File: config.mk
export PLATFORM = sky130hd
export DESIGN_NAME = vp_update_sched
export DESIGN_NICKNAME = d
export VERILOG_FILES = /design/src/rtl/vp_update_sched.sv
export SDC_FILE = /design/constraint.sdc
export NUM_CORES = 1
export LEC_CHECK = 0
export CAP_MARGIN = 20
export CORE_UTILIZATION = 55
export CTS_CLUSTER_SIZE = 12
export DETAILED_ROUTE_END_ITERATION = 6
export GPL_TIMING_DRIVEN = 0
export PLACE_DENSITY = 0.78
export SYNTH_ARGS = -nofsm -noshare
export SYNTH_HDL_FRONTEND = slang
export SYNTH_SLANG_ARGS = --single-unit
File: constraint.sdc
create_clock -name clk -period 18.5 [get_ports clk]
set_input_delay 3.7 -clock clk [delete_from_list [all_inputs] [get_ports clk]]
set_output_delay 3.7 -clock clk [all_outputs]
set_load 0.01 [all_outputs]
File: src/rtl/vp_update_sched.sv
// Value-prediction update scheduler: collects up to two retirement updates per cycle,
// computes their next confidence, and drains them in order onto one table write port.
module vp_update_sched #(
    parameter int DEPTH  = 4,
    parameter int CONF_W = 3
) (
    input  logic                   clk,
    input  logic                   rst,
    input  logic [1:0]             vp_valid,
    input  logic [1:0][31:0]       vp_pc,
    input  logic [1:0][31:0]       vp_actual,
    input  logic [1:0]             vp_misp,
    input  logic [1:0][CONF_W-1:0] vp_conf,
    input  logic                   flush,
    output logic                   upd_stall,
    output logic                   tbl_wr_valid,
    input  logic                   tbl_wr_ready,
    output logic [31:0]            tbl_wr_pc,
    output logic [31:0]            tbl_wr_data,
    output logic [CONF_W-1:0]      tbl_wr_conf,
    output logic                   tbl_wr_misp,
    output logic [15:0]            drop_cnt
);

    localparam int PTR_W = $clog2(DEPTH);
    localparam int CNT_W = PTR_W + 1;
    localparam logic [CNT_W-1:0] DEPTH_C = CNT_W'(DEPTH);

    typedef struct packed {
        logic [31:0]       pc;
        logic [31:0]       data;
        logic [CONF_W-1:0] conf;
        logic              misp;
    } entry_t;

    // A mispredict resets confidence; a correct prediction bumps it, saturating at all-ones.
    function automatic logic [CONF_W-1:0] next_conf(input logic misp, input logic [CONF_W-1:0] conf);
        logic [CONF_W-1:0] res;
        if (misp) begin
            res = '0;
        end else if (&conf) begin
            res = conf;
        end else begin
            res = conf + CONF_W'(1);
        end
        return res;
    endfunction

    entry_t            mem_q [DEPTH];
    entry_t            mem_d [DEPTH];
    logic [PTR_W-1:0]  rd_ptr_q, rd_ptr_d;
    logic [PTR_W-1:0]  wr_ptr_q, wr_ptr_d;
    logic [CNT_W-1:0]  count_q, count_d;
    logic [15:0]       drop_cnt_q, drop_cnt_d;

    logic              coalesce_s;
    logic [1:0]        lane_en_s;
    logic [CNT_W-1:0]  free_s;
    logic              deq_s;
    logic [1:0]        req_n_s;
    logic [1:0]        enq_n_s;
    logic [1:0]        drop_n_s;
    logic [16:0]       drop_sum_s;
    logic [PTR_W-1:0]  wr_ptr_p1_s;
    entry_t            lane0_s, lane1_s, first_s, second_s;

    // Lane selection, admission against registered free space, and next-state computation.
    always_comb begin
        lane0_s    = '{pc: vp_pc[0], data: vp_actual[0],
                       conf: next_conf(vp_misp[0], vp_conf[0]), misp: vp_misp[0]};
        lane1_s    = '{pc: vp_pc[1], data: vp_actual[1],
                       conf: next_conf(vp_misp[1], vp_conf[1]), misp: vp_misp[1]};
        coalesce_s = vp_valid[0] & vp_valid[1] & (vp_pc[0] == vp_pc[1]);
        lane_en_s  = {vp_valid[1], vp_valid[0] & ~coalesce_s};
        free_s     = DEPTH_C - count_q;
        deq_s      = (count_q != '0) & tbl_wr_ready;
        req_n_s    = {1'b0, lane_en_s[0]} + {1'b0, lane_en_s[1]};
        first_s    = lane0_s;
        second_s   = lane1_s;
        enq_n_s    = 2'd0;

        case (lane_en_s)
            2'b11: begin
                if (free_s >= CNT_W'(2)) begin
                    enq_n_s = 2'd2;
                end else if (free_s == CNT_W'(1)) begin
                    enq_n_s = 2'd1;
                end else begin
                    enq_n_s = 2'd0;
                end
            end
            2'b01: begin
                enq_n_s = (free_s != '0) ? 2'd1 : 2'd0;
            end
            2'b10: begin
                first_s = lane1_s;
                enq_n_s = (free_s != '0) ? 2'd1 : 2'd0;
            end
            default: begin
                enq_n_s = 2'd0;
            end
        endcase

        drop_n_s    = req_n_s - enq_n_s;
        drop_sum_s  = {1'b0, drop_cnt_q} + 17'(drop_n_s);
        wr_ptr_p1_s = wr_ptr_q + PTR_W'(1);

        mem_d      = mem_q;
        rd_ptr_d   = rd_ptr_q;
        wr_ptr_d   = wr_ptr_q;
        count_d    = count_q;
        drop_cnt_d = drop_cnt_q;

        // Flush discards this cycle's traffic entirely, including any would-be drops.
        if (flush) begin
            rd_ptr_d   = '0;
            wr_ptr_d   = '0;
            count_d    = '0;
            drop_cnt_d = drop_cnt_q;
        end else begin
            if (enq_n_s != 2'd0) begin
                mem_d[wr_ptr_q] = first_s;
            end else begin
                mem_d[wr_ptr_q] = mem_q[wr_ptr_q];
            end
            if (enq_n_s == 2'd2) begin
                mem_d[wr_ptr_p1_s] = second_s;
            end else begin
                mem_d[wr_ptr_p1_s] = mem_q[wr_ptr_p1_s];
            end
            wr_ptr_d   = wr_ptr_q + PTR_W'(enq_n_s);
            rd_ptr_d   = rd_ptr_q + PTR_W'(deq_s);
            count_d    = count_q + CNT_W'(enq_n_s) - CNT_W'(deq_s);
            drop_cnt_d = drop_sum_s[16] ? 16'hFFFF : drop_sum_s[15:0];
        end
    end

    // State registers; reset clears storage so the head outputs read zero.
    always_ff @(posedge clk or posedge rst) begin
        if (rst) begin
            for (int i = 0; i < DEPTH; i++) begin
                mem_q[i] <= '0;
            end
            rd_ptr_q   <= '0;
            wr_ptr_q   <= '0;
            count_q    <= '0;
            drop_cnt_q <= 16'h0000;
        end else begin
            mem_q      <= mem_d;
            rd_ptr_q   <= rd_ptr_d;
            wr_ptr_q   <= wr_ptr_d;
            count_q    <= count_d;
            drop_cnt_q <= drop_cnt_d;
        end
    end

    assign tbl_wr_valid = (count_q != '0);
    assign upd_stall    = (free_s < CNT_W'(2));
    assign tbl_wr_pc    = mem_q[rd_ptr_q].pc;
    assign tbl_wr_data  = mem_q[rd_ptr_q].data;
    assign tbl_wr_conf  = mem_q[rd_ptr_q].conf;
    assign tbl_wr_misp  = mem_q[rd_ptr_q].misp;
    assign drop_cnt     = drop_cnt_q;

endmodule

### After elaboration in Yosys (flattened, before gate mapping)

Cells that the tools add are included.

| storage, ports and cells | value |
|---|---|
| flip-flop bits (word level) | 295 |
| input port bits | 142 |

| cells by class | value |
|---|---|
| muxes and demuxes | 33 |
| $lt $le $gt $ge | 7 |
| equal/unequal tests | 6 |
| add/subtract/negate cells | 11 |
| reduce and logical (&&, ||, !) cells | 8 |
| bitwise gates (word level) | 8 |

Operators by type and width:

| operator | count |
|---|---|
| 272-bit bitwise mux | 4 |
| 272-bit 2-to-1 mux | 3 |
| 68-bit 2-to-1 mux | 9 |
| 68-bit binary-select mux with 2-bit select | 3 |
| 68-bit demux with 2-bit select | 2 |
| 32-bit == test | 1 |
| 16-bit by 2-bit adder with 17-bit output | 1 |
| 16-bit 2-to-1 mux | 1 |
| 3-bit 2-to-1 mux | 5 |
| 3-bit >= comparator (second input constant) | 3 |
| 2-bit inverter with 3-bit output | 3 |
| 3-bit by 1-bit adder with 3-bit output (second input constant) | 2 |
| 2-bit == test (second input constant) | 3 |
| 3-bit by 1-bit less-than comparator with 1-bit output (second input constant) | 2 |
| 2-bit 2-to-1 mux | 3 |
| 3-bit AND reduction | 2 |
| 3-bit nonzero test | 2 |
| 1-bit AND | 4 |
| 2-bit one-hot mux with 2 select lines | 1 |
| 3-bit by 2-bit adder with 3-bit output | 1 |
| 3-bit by 1-bit == test with 1-bit output (second input constant) | 1 |
| 3-bit by 2-bit >= comparator with 1-bit output (second input constant) | 1 |
| 3-bit by 2-bit less-than comparator with 1-bit output (second input constant) | 1 |
| 3-bit by 1-bit subtractor with 3-bit output | 1 |
| 12 further kinds | 14 |

### Logic depth before layout (Yosys ltp)

Gate-level depths: netlist of run 1.

| depth | value |
|---|---|
| depth after elaboration | 12 |
| gate-level depth with buffers | 23 |

### Worst setup path after synthesis of run 1

No wires, ideal clock.

| timing path | value |
|---|---|
| path kind | input -> register |
| from | in vp_pc[29] (netlist bit) |
| to | reg drop_cnt_q[11], in the netlist drop_cnt[11] |
| library setup time | 0.128 ns |
| arrival | 7.598 ns |
| cell stages on the path | 21 |
| buffers on the path | 1 |
| slack | 10.775 ns |
| required time | 18.372 ns |
| cells stage by stage | xnor2_1 nand4_1 nor4_1 nand4_1 and2_1 ha_1 nor2b_1 o21ai_0 xnor2_1 ha_1 or3_1 mux2_2 nand4_1 ha_1 a21oi_1 nor3b_1 and3_1 clkbuf_1 nand3_1 xor2_1 nand2_1 |

| between the ends | value |
|---|---|
| word-level cells in the longest chain between the ends | 10 |
| elaborated cells on any way between the ends | 13 |
| classes of those cells | add/sub: 3; eq/ne: 4; mux: 2; bitwise: 3; reduce/logical: 1 |

Ends and longest elaborated chain:

| item | RTL line | text |
|---|---|---|
| start, declared | 10 | `input logic [1:0][31:0] vp_pc,` |
| 32-bit == test (*) | 73 | `coalesce_s = vp_valid[0] & vp_valid[1] & (vp_pc[0] == vp_pc[1]);` |
| 1-bit AND (*) | 73 |  |
| 1-bit inverter (*) | 74 | `lane_en_s = {vp_valid[1], vp_valid[0] & ~coalesce_s};` |
| 1-bit AND (*) | 74 |  |
| 2-bit == test or 2-bit by 1-bit == test with 1-bit output (tied branches) | 82 | `case (lane_en_s)` |
| 2-bit OR reduction (no line) | n/a |  |
| 2-bit one-hot mux with 2 select lines | 82 |  |
| 2-bit subtractor (*) | 104 | `drop_n_s = req_n_s - enq_n_s;` |
| 16-bit by 2-bit adder with 17-bit output (*) | 105 | `drop_sum_s = {1'b0, drop_cnt_q} + 17'(drop_n_s);` |
| 16-bit 2-to-1 mux (*) | 134 | `drop_cnt_d = drop_sum_s[16] ? 16'hFFFF : drop_sum_s[15:0];` |
| end signal, assigned | 153 | `drop_cnt_q <= drop_cnt_d;` |
| end, declared | 54 | `logic [15:0] drop_cnt_q, drop_cnt_d;` |

Every way passes the cells marked *; elsewhere a longest branch is shown, timed or not.
A chain may end at the register's enable or synchronous reset.

### Worst setup path after layout of run 1

| timing path | value |
|---|---|
| from | in vp_pc[3] (netlist bit) |
| to | reg drop_cnt_q[11], in the netlist drop_cnt[11] |

Same word-level chain as after synthesis.

==> metrics.md, run 1 <==
| Metric | Value |
|---|---|
| CTS tree | yes |
| Setup violations, final | 0 |
| Ys flop type | dfrtp_1 |
| GRT overflow | 0 |
| Crit path arrival time | 9.42 ns |
| Fraction of layout instances using a drive strength above 1 | about a quarter |
| Compound-gate portion of the synthesized area | 20.0% |
| Mux cell area share after synthesis | 29.9% |
| Setup TNS | 0 ns |
| Number of port buffers | about 230 |
| Distinct cells, synth | 48 |
| Post-synth EDFFs | 0 |
| First-pass GRT wire length | 112 mm |
| Slew @ Worst Pin | 1.13 ns |
| Core footprint | 36500 sq um |
| Share of flip-flops with an asynchronous set or reset | 100% |
| Drt total wl | between 70 and 80 mm |
| Deepest clock path buffer count | 3 |
| CTS resizes | 0 |
| Syn. warnings | 0 |
| Overall Global Routing Usage | 38.2% |
| Place WS | 9.02 ns |
| Fin. max-slew vios | 0 |
| Avg Synthesized Cell Area | 11.8 sq um |
| Worst skew pair latency | 0.52 ns |
| Adder-cell share of the synthesized area | 1.67% |
| # Max-Cap Violations | 0 |
| Die ar. | ~38000 sq um |
| Row cnt | 70 |
| Post-synthesis simple-gate area fraction | ~5.3% |
| CTS H-tree lvls | 2 |
| Clk slew on worst S/H paths | 0.06 ns |
| Crit-path cells | clkdlybuf4s50_1 -> xnor2_1 -> nand4_1 -> nor4_1 -> nand4_1 -> and2_1 -> ha_1 -> nor2b_1 -> o21ai_0 -> xnor2_1 -> ha_1 -> or3_1 -> mux2_2 -> nand4_1 -> ha_1 -> a21oi_1 -> nor3b_1 -> and3_1 -> clkbuf_1 -> nand3_1 -> xor2_1 -> nand2_1 |
| Peak supply drop | 0.000122 V |
| Setup crit end kind | flip-flop |
| Pwr dens | 185 nW/um^2 |
| Final period util | 48.8% |
| Hold WC Path Type | flip-flop to flip-flop |
| Leakage | 8.44 nW |
| Chip width | between 150 and 200 um |
| Synth Instances | 1724 |
| Synth-to-layout area growth | 20.0% |
| Largest family of logic cells by synthesized area | multiplexers |
| PnR worst setup slack | 9.47 ns |
| WP buf/inv | 2 |
| Vias per inst | 7.67 |
| Setup Skew | 0.00856 ns |
| Drt pass-1 iters | 6 |
| Slowest stage delay, CP | approximately 0.53 ns |
| Worst setup SP type | input pin |
| Outcome | complete, no violations |
| Post-CTS Repair Setup Buffers | 0 |
| Critical path fanouts, max | 5 |
| RSZ-0062 raised after global routing | no |
| Die Y | 194 um |
| Root buffer cell | clkbuf_16 |
| Vias in the first global route | 19182 |
| GPL Wtd Cong | 0.927 |
| WP data required | approximately 19 ns |
| Final nets | 2158 |
| Top delay family on crit path | simple AND/OR/NAND/NOR gates |
| Flops & latches, synth | 295 |
| Hold Buf Count CTS | 0 |
| Hold Violations, Final | 0 |
| F_max | 111 MHz |
| Routed vias | ~19000 |
| HPWL Detailed | 48.4 mm |
| Post-Syn Area | approximately 20000 sq um |
| Initial Utilization | 55.8% |
| Xor/xnor share of the synthesized area | under 10% |
| WL/cell | 29.1 um |
| Max stage delay cell, worst path | xnor2_1 |
| Number of nets still failing antenna checks after routing | 0 |
| CP Class | input pin to flip-flop |
| Num CTS Buffers | 34 |
| Slew HR | 24.8% |
| Clock sink total | 295 |
| Min Tclk post-route | ~9 ns |
| Pin count of the biggest net entering global routing | 118 |
| Mapped Nets | around 1900 |
| Sequential area share after synthesis | 36.2% |
| Initial DRC Count | between 2000 and 3000 |
| Initial antenna violation count | 0 |
| Antenna cells | 0 |
| Ports | 228 |
| DRC | 0 |
==> layer usage <==
metal	global-route usage (%)	vias to the layer above	wire (um)
met5	0	-	0
li1	-	7615	-
met3	10.0	311	10100
met1	49.2	9368	24800
met4	20.3	0	3620
met2	59.4	1739	33700
==> kinds of logic (layout without fill, tap and decap cells) <==
| logic type | Yosys count | after routing |
|---|---|---|
| fa+ha+maj | 26 | 26 |
| simple gates | 166 | 166 |
| compound gates | 628 | 628 |
| buf+inv | 216 | 505 |
| xor+xnor | 48 | 48 |
| flops | 295 | 295 |
| mux | 345 | 345 |
==> power by group <==
group          internal [W]  switching (W)  leakage [nW]
Sequential         0.000929       0.000281          3.16
Combinational       0.00127        0.00134          4.72
Clock              0.000426       0.000280         0.558
==> final cells by class <==
cell class              count  area (sq um)
clock buffers              52          1030
multi-input cells        1213         12000
repair buffers            230          2340
flip-flops and latches    295          7380
clock inverters             7           113
fillers                  2695         12100
plain buffers             199           906
inverters                  17          71.3
well taps                 468           586
==> per-stage QoR <==
stage	area (sq um)	total power [W]	hold WS (ns)	utilization, %	cells
floorplan	20400	0.00291	0.550	-	1724
global placement	23200	0.00362	0.529	63.6	2419
detailed placement	23300	0.00372	0.542	63.8	2421
CTS	24400	0.00444	0.551	66.9	2480
global route	24400	0.00471	0.568	66.9	2481
finish	24400	0.00452	0.556	66.9	2481
==> registers in the layout (all words and copies together) (netlist names) <==
| signal | cells |
|---|---|
| wr_ptr_q | 2 |
| count_q | 3 |
| rd_ptr_q | 2 |
| mem_q | 272 |
| drop_cnt | 16 |
==> final timing paths <==
check	from	end	slack (ns)	cells past startpoint
setup / recovery	vp_pc[3]	drop_cnt[11]	9.47	22
setup reg to reg	count_q[1]	drop_cnt[11]	14.05	19
max in group asynchronous	rst	mem_q[177]	13.70	3
hold reg to reg	drop_cnt[10]	drop_cnt[10]	0.56	1
hold / removal	drop_cnt[10]	drop_cnt[10]	0.56	1
min in group asynchronous	rst	mem_q[142]	3.73	2
==> cells in the mapped netlist, types with 4 or more instances <==
library cell | instances | share of area, %
mux4_2 | 204 | 23
xor2_1 | 13 | 0.56
o21ai_2 | 61 | 2.6
dfrtp_1 | 295 | 36
nor2b_1 | 11 | 0.34
xnor2_1 | 35 | 1.5
nand4_1 | 13 | 0.40
clkbuf_1 | 157 | 2.9
o21ai_1 | 4 | 0.098
inv_1 | 17 | 0.31
nand3_1 | 10 | 0.25
and3_1 | 7 | 0.21
nand2_2 | 9 | 0.28
clkbuf_2 | 6 | 0.15
mux2_2 | 71 | 3.9
ha_1 | 24 | 1.5
buf_2 | 23 | 0.57
a31oi_1 | 272 | 8.4
mux2i_1 | 70 | 3.4
a21oi_1 | 7 | 0.17
nand2_1 | 40 | 0.74
o22ai_1 | 272 | 8.4
nand2_4 | 40 | 2.2
nor2_1 | 21 | 0.39
buf_12 | 5 | 0.49
==> layout by cell type (no fill, tap or decap), drive strengths merged, types with 7 or more instances in the layout <==
cell,count
ha,24
mux2i,70
a21oi,7
mux4,204
nand4,13
dfrtp,295
nand2,89
inv,17
o21ai,68
clkdlybuf4s50,227
xnor2,35
nor2,22
nand3,10
a31oi,272
nor2b,11
clkbuf,215
and3,7
o22ai,272
mux2,71
xor2,13
buf,39
Power figures use the tool's default switching activity.
==> run 2, diff against run 1 <==
--- a/config.mk
+++ b/config.mk
@@ -6,7 +6,7 @@
 export NUM_CORES = 1
 export LEC_CHECK = 0
 export CAP_MARGIN = 20
-export CORE_UTILIZATION = 55
+export CORE_UTILIZATION = 52
 export CTS_CLUSTER_SIZE = 12
 export DETAILED_ROUTE_END_ITERATION = 6
 export GPL_TIMING_DRIVEN = 0
==> constraint.sdc (replaced) <==
create_clock -name clk -period 7.6 [get_ports clk]
set_input_delay 1.52 -clock clk [delete_from_list [all_inputs] [get_ports clk]]
set_output_delay 1.52 -clock clk [all_outputs]
set_load 0.01 [all_outputs]
==> metrics.md, run 2 (synthesis gave the netlist of run 1 again) <==
| Metric | Value |
|---|---|
| Outcome | complete, no violations |
| Hold depth | 2 |
| WP data required | 7.99 ns |
| CTS resizes | 0 |
| Ports | 228 |
| Routed vias | 19047 |
| Setup Skew | 0.0112 ns |
| Fin area | 24600 sq um |
| GRT overflow | 0 |
| Synth-to-layout area growth | 20.7% |
| Number of nets still failing antenna checks after routing | 0 |
| GR peak layer | met2 |
| Initial antenna violation count | 2 |
| Post-CTS Repair Setup Buffers | 0 |
| Setup crit end kind | flip-flop |
| Share of total power in the clock network | 15.4% |
| Worst Reg-to-Reg Cells | 11 |
| Vias per inst | between 7 and 8 |
| Most common cell after layout, fill and taps aside | dfrtp_1 |
| Worst skew pair latency | about 0.52 ns |
| CTS H-tree lvls | 2 |
| Peak supply drop | 0.000206 V |
| Core footprint | between 30000 and 40000 sq um |
| # Max-Cap Violations | 0 |
| GPL Wtd Cong | 0.948 |
| Top delay family on crit path | simple AND/OR/NAND/NOR gates |
| First-pass GRT wire length | roughly 110 mm |
| Slew @ Worst Pin | 1.08 ns |
| Leakage | between 8 and 9 nW |
| Placed Area | 23400 sq um |
| Initial Utilization | 52.7% |
| Chip width | around 200 um |
| Most frequent cells in the layout | 295 x dfrtp_1, 272 x o22ai_1, 272 x a31oi_1 |
| Psw | 0.00459 W |
| Pwr dens | 446 nW/um^2 |
| Number of port buffers | approximately 230 |
| Num CTS Buffers | 34 |
| Deepest clock path buffer count | 3 |
| Worst setup SP type | input pin |
| Die ar. | 40000 sq um |
| WHS Endpoint | drop_cnt[6] |
| Initial DRC Count | around 2700 |
| RSZ-0062 raised after global routing | no |
| Final nets | 2164 |
| Critical path fanouts, max | 5 |
| Layout Utilization | 63.6% |
| Crit-path cells | clkdlybuf4s50_1 -> xnor2_1 -> nand4_1 -> nor4_1 -> nand4_1 -> and2_1 -> ha_1 -> nor2b_1 -> o21ai_0 -> xnor2_1 -> ha_1 -> or3_1 -> mux2_2 -> nand4_1 -> ha_1 -> a21oi_1 -> nor3b_1 -> and3_1 -> clkbuf_1 -> nand3_1 -> xor2_1 -> nand2_1 |
| Root buffer cell | clkbuf_16 |
| DRC | 0 |
| Overall Global Routing Usage | 36.6% |
| Fin. max-slew vios | 0 |
| Row cnt | 72 |
| F_max | 146 MHz |
| Final period util | about nine tenths |
| Clock sink total | between 200 and 300 |
| Crit path arrival time | between 7 and 8 ns |
| Setup violations, final | 0 |
| Met3 Track Usage GR | 10.8% |
| CP Class | input pin to flip-flop |
| Hold WC Path Type | flip-flop to flip-flop |
| Max reg flops | 272 |
| Flop pwr share | 26.8% |
| HP Start | drop_cnt[6] |
| Worst r2r src | wr_ptr_q[1] |
| Pin count of the biggest net entering global routing | between 40 and 50 |
| Min Tclk post-route | 6.85 ns |
| Fraction of layout instances using a drive strength above 1 | 24.2% |
| Slowest stage delay, CP | 0.53 ns |
| Biggest register | mem_q |
| Max stage delay cell, worst path | xnor2_1 |
| Cell count along the critical path | 22 |
| WP buf/inv | 2 |
| Cell Int Power | 0.00638 W |
| Hold Violations, Final | 0 |
| Met2 usage | approximately 56% |
| Comb pwr share | 57.8% |
| Hold Buf Count CTS | 0 |
| Switch share | between 40% and 50% |
| Vias in the first global route | 18755 |
| Die Y | 200 um |
| Drt total wl | 72.3 mm |
| FF-to-FF End | mem_q[7] |
| Clk slew on worst S/H paths | about 0.060 ns |
| CTS tree | yes |
| Drt pass-1 iters | 6 |
| WL/cell | 28.5 um |
| HPWL Detailed | between 40 and 50 mm |
| Slew HR | 27.7% |
| Setup TNS | 0 ns |
| Reg2reg setup slack | 2.98 ns |
| Routing usage on met1 | 47.8% |
==> run 2: cell types whose count changed in the layout (fill, tap and decap cells not counted), sizes merged <==
cell,change
buf,+6
diode,+1
clkbuf,-1
==> run 2: metal layers <==
layer / part of all wire [%] / vias up
met5: 0.022 / -
met1: 34 / 9267
met3: 15 / 373
li1: - / 7626
met2: 46 / 1779
met4: 5.7 / 2
==> run 2: tightest hold or removal path, stage by stage, from the launching register on <==
cell and delay (ns):
dfrtp_1 0.39, xor2_1 0.08, nand2_1 0.06
==> run 2: final cells by class <==
class,count,area [sq um]
Antenna cell,1,2.50
Multi-Input combinational cell,1213,12000
Sequential cell,295,7380
Tap cell,518,648
Buffer,199,906
Clock buffer,51,1020
Fill cell,2953,14100
Inverter,17,67.6
Timing Repair Buffer,236,2440
Clock inverter,7,114
==> run 2: per-stage QoR <==
step	power, W	setup slack (ns)	std cells	hold slack [ns]
floorplan	0.00709	2.05	1724	0.550
global placement	0.00883	0.0482	2469	0.528
detailed placement	0.00908	0.235	2476	0.534
CTS	0.0108	0.735	2534	0.554
global route	0.0115	0.333	2536	0.583
finish	0.0110	0.747	2537	0.563
==> run 2: worst max path at each step <==
stage                        end       from  slack (ns)
floorplan           drop_cnt[11]  vp_pc[29]        2.05
global placement       mem_q[89]        rst        0.05
detailed placement  drop_cnt[11]  vp_pc[35]        0.23
CTS                 drop_cnt[11]  vp_pc[35]        0.74
global route        drop_cnt[11]  vp_pc[35]        0.33
finish              drop_cnt[11]  vp_pc[35]        0.75
==> run 2: power by group through the flow <==
stage / logic [W] / registers [W] / clock network, W
after floorplan: 0.00437 / 0.00272 / 0
after global placement: 0.00600 / 0.00283 / 0
after detailed placement: 0.00617 / 0.00292 / 0
after CTS: 0.00621 / 0.00290 / 0.00169
after global routing: 0.00670 / 0.00302 / 0.00175
final: 0.00634 / 0.00294 / 0.00169
